===== src/rtl/imem_arb.sv =====
// Single-port instruction memory arbiter: loader/debug port has priority over
// fetch, with a starvation bound that guarantees fetch forward progress.
module imem_arb #(
    parameter int unsigned DEPTH      = 128,
    parameter int unsigned STARVE_MAX = 4,
    localparam int unsigned AW        = $clog2(DEPTH)
) (
    input  logic          clk,
    input  logic          rst_n,
    // fetch port
    input  logic          f_req,
    input  logic [31:0]   f_addr,
    input  logic          f_flush,
    output logic          f_gnt,
    output logic          f_rvalid,
    output logic [31:0]   f_rdata,
    output logic          f_err,
    // loader / debug port
    input  logic          l_req,
    input  logic          l_we,
    input  logic [31:0]   l_addr,
    input  logic [31:0]   l_wdata,
    output logic          l_gnt,
    output logic          l_rvalid,
    output logic [31:0]   l_rdata,
    output logic          l_err,
    // instruction memory
    output logic          mem_en,
    output logic          mem_we,
    output logic [AW-1:0] mem_addr,
    output logic [31:0]   mem_wdata,
    input  logic [31:0]   mem_rdata
);

    localparam int unsigned SW  = (STARVE_MAX < 1) ? 1 : $clog2(STARVE_MAX + 1);
    localparam logic [31:0] NOP = 32'h0000_0013;

    typedef enum logic [1:0] {
        IDLE   = 2'd0,
        F_RESP = 2'd1,
        L_RESP = 2'd2
    } state_t;

    state_t        state;
    state_t        state_nxt;
    logic          resp_err;
    logic          resp_err_nxt;
    logic          wr_err;
    logic          wr_err_nxt;
    logic [SW-1:0] starve_cnt;
    logic [SW-1:0] starve_nxt;
    logic          starved;
    logic          f_ok;
    logic          l_ok;

    // Word-aligned and inside the memory window.
    assign f_ok = (f_addr[1:0] == 2'b00) && ((f_addr >> (AW + 2)) == 32'd0);
    assign l_ok = (l_addr[1:0] == 2'b00) && ((l_addr >> (AW + 2)) == 32'd0);

    assign starved = (starve_cnt == SW'(STARVE_MAX));

    // State register: response tracker, error latches, starvation counter.
    always_ff @(posedge clk or negedge rst_n) begin
        if (!rst_n) begin
            state      <= IDLE;
            resp_err   <= 1'b0;
            wr_err     <= 1'b0;
            starve_cnt <= '0;
        end else begin
            state      <= state_nxt;
            resp_err   <= resp_err_nxt;
            wr_err     <= wr_err_nxt;
            starve_cnt <= starve_nxt;
        end
    end

    // Arbitration, memory command and next-state logic.
    always_comb begin
        f_gnt        = 1'b0;
        l_gnt        = 1'b0;
        mem_en       = 1'b0;
        mem_we       = 1'b0;
        mem_addr     = '0;
        mem_wdata    = l_wdata;
        state_nxt    = IDLE;
        resp_err_nxt = 1'b0;
        wr_err_nxt   = 1'b0;
        starve_nxt   = '0;

        if (rst_n) begin
            if (l_req && !(f_req && starved)) begin
                l_gnt = 1'b1;
            end else if (f_req) begin
                f_gnt = 1'b1;
            end
        end

        if (f_gnt) begin
            state_nxt    = F_RESP;
            resp_err_nxt = !f_ok;
            if (f_ok) begin
                mem_en   = 1'b1;
                mem_addr = f_addr[AW+1:2];
            end
        end else if (l_gnt) begin
            if (l_ok) begin
                mem_en   = 1'b1;
                mem_we   = l_we;
                mem_addr = l_addr[AW+1:2];
            end
            if (l_we) begin
                wr_err_nxt = !l_ok;
            end else begin
                state_nxt    = L_RESP;
                resp_err_nxt = !l_ok;
            end
        end

        // Saturating count of cycles fetch waited while requesting.
        if (f_req && !f_gnt) begin
            starve_nxt = starved ? starve_cnt : starve_cnt + SW'(1);
        end
    end

    // Response outputs; read data is gated to zero outside a valid beat.
    always_comb begin
        f_rvalid = 1'b0;
        f_rdata  = 32'd0;
        f_err    = 1'b0;
        l_rvalid = 1'b0;
        l_rdata  = 32'd0;
        l_err    = wr_err;

        case (state)
            F_RESP: begin
                if (!f_flush) begin
                    f_rvalid = 1'b1;
                    f_err    = resp_err;
                    f_rdata  = resp_err ? NOP : mem_rdata;
                end
            end
            L_RESP: begin
                l_rvalid = 1'b1;
                l_err    = resp_err;
                l_rdata  = resp_err ? 32'd0 : mem_rdata;
            end
            default: ;
        endcase
    end

endmodule

===== config.mk =====
export PLATFORM = sky130hd
export DESIGN_NAME = imem_arb
export DESIGN_NICKNAME = d
export VERILOG_FILES = /design/src/rtl/imem_arb.sv
export SDC_FILE = /design/constraint.sdc
export NUM_CORES = 1
export LEC_CHECK = 0
export CAP_MARGIN = 20
export CORE_AREA = 3 3 93 95
export CTS_CLUSTER_DIAMETER = 100
export CTS_CLUSTER_SIZE = 40
export DETAILED_ROUTE_END_ITERATION = 16
export DIE_AREA = 0 0 96 98
export GPL_TIMING_DRIVEN = 0
export PLACE_DENSITY_LB_ADDON = 0.2
export SLEW_MARGIN = 25
export SYNTH_ARGS = -nofsm -noshare
export SYNTH_HDL_FRONTEND = slang
export SYNTH_SLANG_ARGS = --single-unit
export TNS_END_PERCENT = 5

===== constraint.sdc =====
create_clock -name clk -period 4.64 [get_ports clk]
set_input_delay 0.928 -clock clk [delete_from_list [all_inputs] [get_ports clk]]
set_output_delay 0.928 -clock clk [all_outputs]
set_load 0.03 [all_outputs]

# == Word level (Yosys, flattened, before mapping) ==
# Cells that the tools add are included.
# classes
addsub,1
mul,0
div_mod_pow,0
order_cmp,0
n_eq_ne,4
n_shift,0
mux,38
bitwise_logic,0
n_reduce_logical,13
# ops
operator,count
two-way mux 32 bit,5
zero test 32 bit,2
two-way mux 7 bit,4
two-way mux 1 bit,24
two-way mux 2 bit,3
two-way mux 3 bit,2
logical AND 1 bit,5
zero test 1 bit,4
zero test 2 bit,2
adder 3 x 1 -> 3 bit (second input constant),1
== test 3 bit (second input constant),1
== test 2 x 1 -> 1 bit (second input constant),1
== test 2 bit (second input constant),1
!= test 2 bit (second input constant),1
# totals
register_bits,7
latch_bits,0
mem_bits_rw,0
mem_bits_ro,0
inputBits,134
out_inout_bits,111
elab_cells,60
memories,0

# == Depth between registers and ports, before layout ==
# Gate-level depths: netlist of the first run.
# logic_depth
word_depth,9
ltp_mapped,6
mapped_depth_nobuf,6

# == Worst setup path after synthesis of the first run ==
# Ideal clock, no wire load.
# synth_timing
kind,input-to-output
from,input port rst_n
to,output port mem_addr[0]
arrival_ns,2.096
t_required_ns,3.712
slack_ns,1.616
path_stages,5
path_buffers,1
cell_sequence,nand2_1 -> a31oi_1 -> clkbuf_1 -> and2_1 -> a32o_1
# synth_between
elab_chain_len,3
elab_cells_between_ends,4
cone_classes,mux: 4
# synth_rtl
element,line_no,source
from (decl),9,"input logic rst_n,"
two-way mux 1 bit,90,if (rst_n) begin
named net l_gnt,23,"output logic l_gnt,"
two-way mux 7 bit,105,end else if (l_gnt) begin
two-way mux 7 bit,98,if (f_gnt) begin
to (decl),30,"output logic [AW-1:0] mem_addr,"
# The timed path passes the listed nets, and every way through them passes these cells.

# == Worst setup path in the final report of the first run ==
# layout_timing
from,input port rst_n
to,output port mem_addr[3]
# layout_between
elab_chain_len,3
elab_cells_between_ends,4
cone_classes,mux: 4
# layout_rtl
element,line_no
two-way mux 1 bit,90
two-way mux 7 bit,105
two-way mux 7 bit (*),98
# Mark *: on every way between the ends. The rest lies on a longest branch, timed or not.

==> flow_summary.json, run 1 <==
{
  "ir_worst_vdd_uv": 64.49,
  "r2r_start": "starve_cnt[0]$_DFFE_PN0P_",
  "dp_hpwl_microns": 6158,
  "fin_nets": 532,
  "p_sw_share_pct": 32.67,
  "startpoint_type": "input pin",
  "routabilityCongestion": 0.7696,
  "hold_viol_final": 0,
  "avgSynthCellArea_sq_um": 7.242,
  "path_class": "input pin to output pin",
  "num_vias": 2006,
  "cts_buffers": 3,
  "drcViolationCount": 0,
  "top_level_ports": 245,
  "firstDrtPassIters": 4,
  "cts_tree": "yes",
  "viasPerCell": 4.036,
  "dieHeight_microns": 98,
  "cp-endpoint": "mem_addr[3]",
  "portBuffers": 212,
  "slew_headroom_pct": 73.39,
  "hold_class": "flop to flop",
  "comb_power_share_pct": 62.6,
  "crit_start": "rst_n",
  "end_kind": "output pin",
  "synth.distinct_cells": 30,
  "reg2reg_depth": 6,
  "rsz0062_at_grt": "no",
  "power.density_nw_per_um2": 114.8,
  "clock_skew_ns": 0.003374,
  "wl_microns": 6632,
  "grt_max_degree": 11,
  "hold_slack_ns": 0.5555,
  "cts_resized": 0,
  "dp_worst_setup_slack_ns": 0.3165,
  "core_sq_um": 7807,
  "synth-seq-area-share_pct": 13.51,
  "post-route-period-util_pct": 92.12,
  "clockPowerShare_pct": 20.4,
  "clockBufferDepth": 2,
  "die_w_microns": 96,
  "setup_violations": 0,
  "clkTransAtPathRegs_ns": 0.04,
  "cts_setup_buffers": 0,
  "cts_hold_buf": 0,
  "antenna_found_initial": 0,
  "clock-root-buffer": "clkbuf_8",
  "clock.fmax_ghz": 0.2340,
  "htree_levels": 1,
  "row_count": 32,
  "setup_ws_ns": 0.3656,
  "setup_tns_ns": 0,
  "first_global_vias": 1992,
  "tightest_slew_ns": 0.3979,
  "grt_pass1_wl_microns": 9473,
  "slew_violations": 0,
  "p_seq_share_pct": 17.0,
  "worstPathMaxFanout": 10,
  "n_antenna_cell": 0,
  "synth_cells": 179,
  "timing.rr.end": "wr_err$_DFF_PN0_",
  "switchingPower_uw": 134.6,
  "detail_route.wl_per_cell_microns": 13.34,
  "yosysWarnings": 0,
  "period_needed_ns": 4.274,
  "outcome": "finished, final reports clean",
  "synth_area_sq_um": 1296,
  "drt.antenna.violating_nets": 0,
  "first_iter_violations": 11,
  "worstSkewPairLatency_ns": 0.23,
  "syn-num-nets": 315,
  "cap_violations": 0,
  "total_leakage_power_uw": 0.001426,
  "grtUsageTotal_pct": 12.51,
  "cp_data_arrival_time_ns": 3.35,
  "worstPathRequired_ns": 3.71,
  "die-area_sq_um": 9408,
  "intPower_uw": 277.6,
  "final_util_pct": 45.99,
  "clock-sinks": 7,
  "drive_gt1_share_pct": 10.63,
  "syn_to_final_growth_pct": 177.0,
  "overflow": 0,
  "ff2ff_setup_slack_ns": 3.10,
  "ys_ff_latch": 7,
  "start_util_pct": 16.60
}
==> layout by cell type, fill, tap and decap left out, drive strengths merged, types with 4 or more instances in the layout <==
| master | instances |
|---|---|
| clkdlybuf4s50 | 212 |
| and2 | 69 |
| buf | 35 |
| nor4 | 10 |
| nor2 | 9 |
| clkbuf | 9 |
| nand2 | 7 |
| a32o | 7 |
| dfrtp | 7 |
| inv | 4 |
==> per-layer routing <==
layer  wire length [microns]  vias up  track usage, %
met3                    1068        8           5.162
li1                        -      998               -
met5                       0        -               0
met4                      78        0           2.516
met1                    2029      849           11.56
met2                    3456      151           24.69
==> state kept, by name, indices dropped and copies added, names as in the netlist <==
| signal | flops |
|---|---|
| starve_cnt | 3 |
| state | 2 |
| resp_err | 1 |
| wr_err | 1 |
==> power by group through the flow <==
stage                     Combinational (uW)  Clock, uW  Sequential (uW)
after global routing                     274       91.5             70.9
after CTS                                262       86.5             70.4
after floorplan                          110          0             69.8
final                                    258       84.0             70.2
after detailed placement                 261          0             71.2
after global placement                   258          0             70.8
==> how the worst min path moves through the flow <==
| stage | start | endpoint | slack (ns) | cells after the start |
|---|---|---|---|---|
| finish | starve_cnt[1]$_DFFE_PN0P_ | starve_cnt[1]$_DFFE_PN0P_ | 0.56 | 2 |
| global route | starve_cnt[1]$_DFFE_PN0P_ | starve_cnt[1]$_DFFE_PN0P_ | 0.60 | 2 |
| CTS | starve_cnt[1]$_DFFE_PN0P_ | starve_cnt[1]$_DFFE_PN0P_ | 0.56 | 2 |
| detailed placement | starve_cnt[1]$_DFFE_PN0P_ | starve_cnt[1]$_DFFE_PN0P_ | 0.56 | 2 |
| global placement | starve_cnt[1]$_DFFE_PN0P_ | starve_cnt[1]$_DFFE_PN0P_ | 0.55 | 2 |
| floorplan | starve_cnt[1]$_DFFE_PN0P_ | starve_cnt[1]$_DFFE_PN0P_ | 0.53 | 2 |
==> final cells by class <==
class / instances / area (sq um)
clock buffer: 4 / 45.04
multi-input combinational: 127 / 818.3
sequential: 7 / 175.2
inverter: 5 / 18.77
tap: 102 / 127.6
timing repair buffer: 212 / 2122
fill: 778 / 4217
buffer: 40 / 284.0
==> cell families after synthesis <==
group / synth area share (%)
compound gates: 9.750
xor+xnor: 0.6758
fa+ha+maj: 1.930
buf+inv: 23.36
flops: 13.51
mux: 0.8687
simple gates: 49.90
==> cell usage after synthesis <==
| cell | count | area [sq um] |
|---|---|---|
| and2_1 | 69 | 431.7 |
| buf_4 | 33 | 247.7 |
| nor4_1 | 10 | 62.56 |
| nor2_1 | 8 | 30.03 |
| a32o_1 | 7 | 70.07 |
| dfrtp_1 | 7 | 175.2 |
| nand2_1 | 7 | 26.28 |
| clkbuf_1 | 4 | 15.01 |
| inv_1 | 4 | 15.01 |
| nand3_1 | 3 | 15.01 |
| nor3_1 | 3 | 15.01 |
| o21a_1 | 3 | 22.52 |
| ha_1 | 2 | 25.02 |
| nand2b_1 | 2 | 12.51 |
| nand4_1 | 2 | 12.51 |
| a21o_1 | 1 | 7.510 |
| a21oi_1 | 1 | 5.000 |
| a22o_1 | 1 | 8.760 |
| a31oi_1 | 1 | 6.260 |
| and2b_1 | 1 | 7.510 |
| and4_1 | 1 | 8.760 |
| buf_2 | 1 | 5.000 |
| buf_6 | 1 | 11.26 |
| clkbuf_2 | 1 | 5.000 |
| clkinv_1 | 1 | 3.750 |
| mux2_2 | 1 | 11.26 |
| nor2_2 | 1 | 6.260 |
| nor3b_4 | 1 | 18.77 |
| o22ai_1 | 1 | 6.260 |
| xnor2_1 | 1 | 8.760 |
==> metrics by stage <==
| stage | std cells | total power, uW | cell area, sq um |
|---|---|---|---|
| final | 497 | 412.2 | 3591 |
| after global routing | 497 | 436.8 | 3591 |
| after CTS | 497 | 418.4 | 3591 |
| after detailed placement | 493 | 332.1 | 3546 |
| after global placement | 493 | 329.2 | 3546 |
| after floorplan | 179 | 180.1 | 1296 |
==> worst max-delay path, cell delays in order <==
cell and delay (ns):
clkdlybuf4s50_1 0.70, nand2_1 0.10, a31oi_1 0.25, clkbuf_1 0.33
and2_1 0.19, a32o_1 0.12, clkdlybuf4s50_1 0.73
Note: power is estimated with default switching activity, not from simulation.
==> run 2, diff against run 1 <==
--- a/config.mk
+++ b/config.mk
@@ -5,14 +5,19 @@
 export SDC_FILE = /design/constraint.sdc
 export NUM_CORES = 1
 export LEC_CHECK = 0
+export ABC_CLOCK_PERIOD_IN_PS = 4640
 export CAP_MARGIN = 20
-export CORE_AREA = 3 3 93 95
+export CELL_PAD_IN_SITES_DETAIL_PLACEMENT = 0
+export CELL_PAD_IN_SITES_GLOBAL_PLACEMENT = 2
+export CORE_ASPECT_RATIO = 0.6
+export CORE_MARGIN = 3
+export CORE_UTILIZATION = 10
 export CTS_CLUSTER_DIAMETER = 100
 export CTS_CLUSTER_SIZE = 40
 export DETAILED_ROUTE_END_ITERATION = 16
-export DIE_AREA = 0 0 96 98
 export GPL_TIMING_DRIVEN = 0
 export PLACE_DENSITY_LB_ADDON = 0.2
+export SETUP_SLACK_MARGIN = 0.2
 export SLEW_MARGIN = 25
 export SYNTH_ARGS = -nofsm -noshare
 export SYNTH_HDL_FRONTEND = slang
==> run 2 against run 1 <==
Effect of this change: sequential share of layout area decreased by 0.15 points; final cell count increased by 13%; highest routed layer unchanged; power increased by 15%; combinational power about the same; clock power increased by 74%; via count decreased by 4.0%; first-iteration DRC count increased to 3.2 times the previous value; clock skew decreased by 0.0013 ns; setup slack improved by 0.24 ns.
==> flow_summary.json, run 2 (synthesis gave the netlist of run 1 again) <==
{
  "outcome": "finished, final reports clean",
  "dieHeight_microns": 94.19,
  "viasPerCell": 3.439,
  "htree_levels": 1,
  "cts_hold_buf": 0,
  "startpoint_type": "input pin",
  "syn_to_final_growth_pct": 186.0,
  "cts_buffers": 3,
  "period_needed_ns": 4.036,
  "core_sq_um": 12370,
  "slowest_delay_ns": 0.69,
  "cts_tree": "yes",
  "clkTransAtPathRegs_ns": 0.04,
  "drcViolationCount": 0,
  "clock_skew_ns": 0.002086,
  "drive_gt1_share_pct": 10.89,
  "antenna_found_initial": 0,
  "fin_nets": 532,
  "final_common_cell": "clkdlybuf4s50_1",
  "crit_slowest_cell": "clkdlybuf4s50_1",
  "intPower_uw": 332.5,
  "setup_tns_ns": 0,
  "first_global_vias": 1889,
  "clock.fmax_ghz": 0.2478,
  "cap_violations": 0,
  "first_iter_violations": 35,
  "clock-sinks": 7,
  "hold_viol_final": 0,
  "grt_max_degree": 11,
  "grt_pass1_wl_microns": 10470,
  "setup_violations": 0,
  "n_antenna_cell": 0,
  "cp_data_arrival_time_ns": 3.11,
  "portBuffers": 212,
  "rsz0062_at_grt": "no",
  "hold_class": "flop to flop",
  "dp_hpwl_microns": 6508,
  "p_seq_share_pct": 14.8,
  "drt.antenna.violating_nets": 0,
  "clock-root-buffer": "clkbuf_16",
  "top_regs": "starve_cnt x3, state x2",
  "wl_microns": 7175,
  "detail_route.wl_per_cell_microns": 12.81,
  "slew_headroom_pct": 71.57,
  "top_register": "starve_cnt",
  "overflow": 0,
  "row_count": 31,
  "critical_path.cell_chain": "clkdlybuf4s50_1, nor4_1, nand4_1, nor2_2, a32o_1, clkdlybuf4s50_1",
  "total_leakage_power_uw": 0.001454,
  "start_util_pct": 10.48,
  "comb_power_share_pct": 54.4,
  "layout_common_cells": "clkdlybuf4s50_1, and2_1, buf_4",
  "clockPowerShare_pct": 30.8,
  "layout.cells.non_filler": 560,
  "post-route-period-util_pct": 86.99,
  "ir_worst_vdd_uv": 95.18,
  "grtUsageTotal_pct": 8.982,
  "switchingPower_uw": 141.6,
  "die_w_microns": 153.0,
  "power.density_nw_per_um2": 127.9,
  "largest_register_ff_count": 3,
  "die-area_sq_um": 14410,
  "worstPathMaxFanout": 9,
  "cts_setup_buffers": 0,
  "path_class": "input pin to output pin",
  "place_inst": 556,
  "slew_violations": 0,
  "clockBufferDepth": 2,
  "worstSkewPairLatency_ns": 0.23,
  "top_level_ports": 245,
  "cp_common_cell": "clkdlybuf4s50_1",
  "routabilityCongestion": 0.7130,
  "p_sw_share_pct": 29.87,
  "cts_resized": 0,
  "tightest_slew_ns": 0.4258,
  "worstPathRequired_ns": 3.71,
  "num_vias": 1926,
  "firstDrtPassIters": 4,
  "end_kind": "output pin"
}
run 2: cell types whose count changed in the layout (fill, tap and decap cells not counted), sizes merged:
cell           before  now
dlymetal6s2s        0    1
clkdlybuf4s50     212  211
run 2: final timing paths:
check / startpoint / to / slack [ns] / depth (start not counted)
setup / recovery: f_addr[11] / mem_addr[6] / 0.60 / 6
hold / removal: starve_cnt[1]$_DFFE_PN0P_ / starve_cnt[1]$_DFFE_PN0P_ / 0.56 / 2
setup reg to reg: starve_cnt[0]$_DFFE_PN0P_ / state[0]$_DFF_PN0_ / 3.07 / 5
hold reg to reg: starve_cnt[1]$_DFFE_PN0P_ / starve_cnt[1]$_DFFE_PN0P_ / 0.56 / 2
max in group asynchronous: rst_n / starve_cnt[1]$_DFFE_PN0P_ / 3.72 / 1
min in group asynchronous: rst_n / starve_cnt[2]$_DFFE_PN0P_ / 0.62 / 1
run 2: critical path: cells and delay by family:
kind	cells	cell delay (ns)
buf+inv	2	1.10
simple gates	3	0.86
compound gates	1	0.22
run 2: per-layer routing:
layer	vias up	part of all wire (%)	wire length (microns)	global-route usage [%]
met5	-	0	0	0
met4	0	0.47	34	1.334
met3	2	5.2	375	1.703
met2	80	52	3727	16.18
met1	847	42	3038	11.44
li1	997	-	-	-
run 2: power by group through the flow:
stage	Clock, uW	Combinational, uW	Sequential (uW)
3_3_place_gp	0	260	71.3
6_report	146	258	70.2
3_5_place_dp	0	260	71.4
2_1_floorplan	0	110	69.8
4_1_cts	149	261	70.6
5_1_grt	153	275	71.1
run 2: cell type report:
type / instances / area, sq um
Tap cell: 165 / 206.4
Multi-Input combinational cell: 127 / 818.3
Buffer: 40 / 285.3
Fill cell: 1300 / 8666
Clock buffer: 4 / 78.83
Timing Repair Buffer: 212 / 2125
Sequential cell: 7 / 175.2
Inverter: 5 / 18.77
run 2: per-stage QoR:
step / worst slack [ns] / power, uW / utilization, % / hold slack (ns) / instance area, sq um
floorplan: 1.616 / 180.1 / - / 0.5286 / 1296
global placement: 0.2682 / 331.4 / 29.30 / 0.5487 / 3625
detailed placement: 0.2333 / 331.6 / 29.30 / 0.5604 / 3625
CTS: 0.2228 / 480.5 / 29.93 / 0.5653 / 3704
global route: 0.4867 / 499.2 / 29.96 / 0.5812 / 3707
finish: 0.6039 / 474.1 / 29.96 / 0.5585 / 3707
==> run 3, diff against run 2 <==
--- a/config.mk
+++ b/config.mk
@@ -5,7 +5,7 @@
 export SDC_FILE = /design/constraint.sdc
 export NUM_CORES = 1
 export LEC_CHECK = 0
-export ABC_CLOCK_PERIOD_IN_PS = 4640
+export ABC_CLOCK_PERIOD_IN_PS = 3300
 export CAP_MARGIN = 20
 export CELL_PAD_IN_SITES_DETAIL_PLACEMENT = 0
 export CELL_PAD_IN_SITES_GLOBAL_PLACEMENT = 2
==> constraint.sdc (replaced) <==
create_clock -name clk -period 3.3 [get_ports clk]
set_input_delay 0.66 -clock clk [delete_from_list [all_inputs] [get_ports clk]]
set_output_delay 0.66 -clock clk [all_outputs]
set_load 0.03 [all_outputs]
==> run 3 against run 2 <==
Effect of this change: largest cell class unchanged; final cell count is 0.36% higher; critical path depth is 1 lower; power is 40% higher.
==> flow_summary.json, run 3 (synthesis gave the netlist of run 1 again) <==
{
  "outcome": "finished, final reports clean",
  "largest_register_ff_count": 3,
  "drcViolationCount": 0,
  "clockPowerShare_pct": 30.9,
  "routabilityCongestion": 0.7130,
  "total_leakage_power_uw": 0.001558,
  "row_count": 31,
  "worstPathRequired_ns": 2.64,
  "top_regs": "starve_cnt x3, state x2",
  "first_iter_violations": 35,
  "layout.cells.non_filler": 562,
  "worstSkewPairLatency_ns": 0.23,
  "viasPerCell": 3.443,
  "cp_data_arrival_time_ns": 2.39,
  "top_level_ports": 245,
  "n_fill_cell": 1307,
  "cp_common_cell": "clkdlybuf4s50_1",
  "period_needed_ns": 3.050,
  "first_global_vias": 1891,
  "setup_violations": 0,
  "drt.antenna.violating_nets": 0,
  "antenna_found_initial": 0,
  "ir_worst_vdd_uv": 134.3,
  "tightest_slew_ns": 0.4024,
  "firstDrtPassIters": 4,
  "grt_pass1_wl_microns": 10490,
  "dp_hpwl_microns": 6508,
  "clock-root-buffer": "clkbuf_16",
  "htree_levels": 1,
  "fin_area_sq_um": 3739,
  "slowest_delay_ns": 0.73,
  "worstPathMaxFanout": 10,
  "path_class": "input pin to output pin",
  "drive_gt1_share_pct": 17.13,
  "overflow": 0,
  "startpoint_type": "input pin",
  "end_kind": "output pin",
  "n_antenna_cell": 0,
  "grt_max_degree": 11,
  "p_seq_share_pct": 14.9,
  "clockBufferDepth": 2,
  "hold_slack_ns": 0.3785,
  "syn_to_final_growth_pct": 188.4,
  "rsz0062_at_grt": "yes",
  "wl_microns": 7257,
  "crit_slowest_cell": "clkdlybuf4s50_1",
  "comb_power_share_pct": 54.2,
  "place_inst": 556,
  "power_uw": 665.4,
  "slew_headroom_pct": 73.18,
  "power.density_nw_per_um2": 178.0,
  "clock-sinks": 7,
  "intPower_uw": 464.8,
  "dieHeight_microns": 94.19,
  "detail_route.wl_per_cell_microns": 12.91,
  "p_sw_share_pct": 30.15,
  "cap_violations": 0,
  "critical_path.cell_chain": "clkdlybuf4s50_1, nand2_1, a21o_1, clkinv_1, clkdlybuf4s50_1",
  "hold_viol_final": 0,
  "post-route-period-util_pct": 92.43,
  "grtUsageTotal_pct": 9.002,
  "hold_class": "input pin to async pin",
  "critPathTopFamily": "buffers and inverters",
  "fin_nets": 534,
  "layout_common_cells": "clkdlybuf4s50_1, and2_1, buf_4",
  "cts_buffers": 3,
  "die_w_microns": 153.0,
  "final_common_cell": "clkdlybuf4s50_1",
  "cts_tree": "yes",
  "top_register": "starve_cnt",
  "dpl_cell_area_sq_um": 3625,
  "clkTransAtPathRegs_ns": 0.04,
  "core_sq_um": 12370,
  "crit_buf_inv": 3,
  "setup_tns_ns": 0,
  "num_vias": 1935,
  "slew_violations": 0,
  "clock.fmax_ghz": 0.3278,
  "start_util_pct": 10.48,
  "switchingPower_uw": 200.6,
  "clock_skew_ns": 0.002002,
  "portBuffers": 212,
  "die-area_sq_um": 14410
}
run 3: cell count changes in the layout (fill, tap and decap cells not counted), sizes merged:
cell | before | now
clkdlybuf4s50 | 211 | 172
dlygate4sd2 | 0 | 20
buf | 35 | 37
clkdlybuf4s15 | 0 | 19
nor2 | 9 | 10
dlymetal6s2s | 1 | 0
run 3: final timing paths:
kind,slack [ns],from,endpoint,cells after the start
setup / recovery,0.25,f_req,f_gnt,5
hold / removal,0.38,rst_n,wr_err$_DFF_PN0_,1
setup reg to reg,1.73,starve_cnt[0]$_DFFE_PN0P_,state[0]$_DFF_PN0_,5
hold reg to reg,0.56,starve_cnt[1]$_DFFE_PN0P_,starve_cnt[1]$_DFFE_PN0P_,2
max in group asynchronous,2.73,rst_n,starve_cnt[1]$_DFFE_PN0P_,1
min in group clk,0.56,starve_cnt[1]$_DFFE_PN0P_,starve_cnt[1]$_DFFE_PN0P_,2
run 3: power groups by stage:
| stage | Clock [uW] | Combinational, uW | Sequential, uW |
|---|---|---|---|
| after floorplan | 0 | 155 | 98.1 |
| after global placement | 0 | 366 | 100 |
| after detailed placement | 0 | 366 | 100 |
| after CTS | 209 | 363 | 99.3 |
| after global routing | 215 | 385 | 100 |
| final | 206 | 361 | 98.8 |
run 3: layer usage:
| layer | track usage [%] | vias to the layer above | share of wire [%] |
|---|---|---|---|
| met5 | 0 | - | 0 |
| met4 | 1.334 | 0 | 0.37 |
| met3 | 1.749 | 2 | 5.5 |
| met2 | 16.25 | 78 | 52 |
| met1 | 11.42 | 850 | 42 |
| li1 | - | 1005 | - |
run 3: area by class of cell:
class / count / area [sq um] / area share (%)
flip-flops and latches: 7 / 175.2 / 4.685
well taps: 165 / 206.4 / 5.522
clock buffers: 4 / 78.83 / 2.108
multi-input cells: 128 / 848.3 / 22.69
plain buffers: 40 / 289.0 / 7.731
inverters: 5 / 18.77 / 0.5020
repair buffers: 213 / 2122 / 56.76
run 3: repair_timing:
action	CTS	global route
setup buffers	0	1
setup endpoints to repair	40	56
endpoints found under the hold margin	0	0
gates resized for setup	81	9
pin swaps	0	3
hold buffers	0	0
gates cloned	0	1
run 3: stage by stage:
stage,worst slack [ns],utilization [%]
finish,0.2498,30.22
floorplan,0.8118,-
global route,0.1268,30.22
CTS,0.2132,29.97
global placement,-0.5358,29.30
detailed placement,-0.5707,29.30
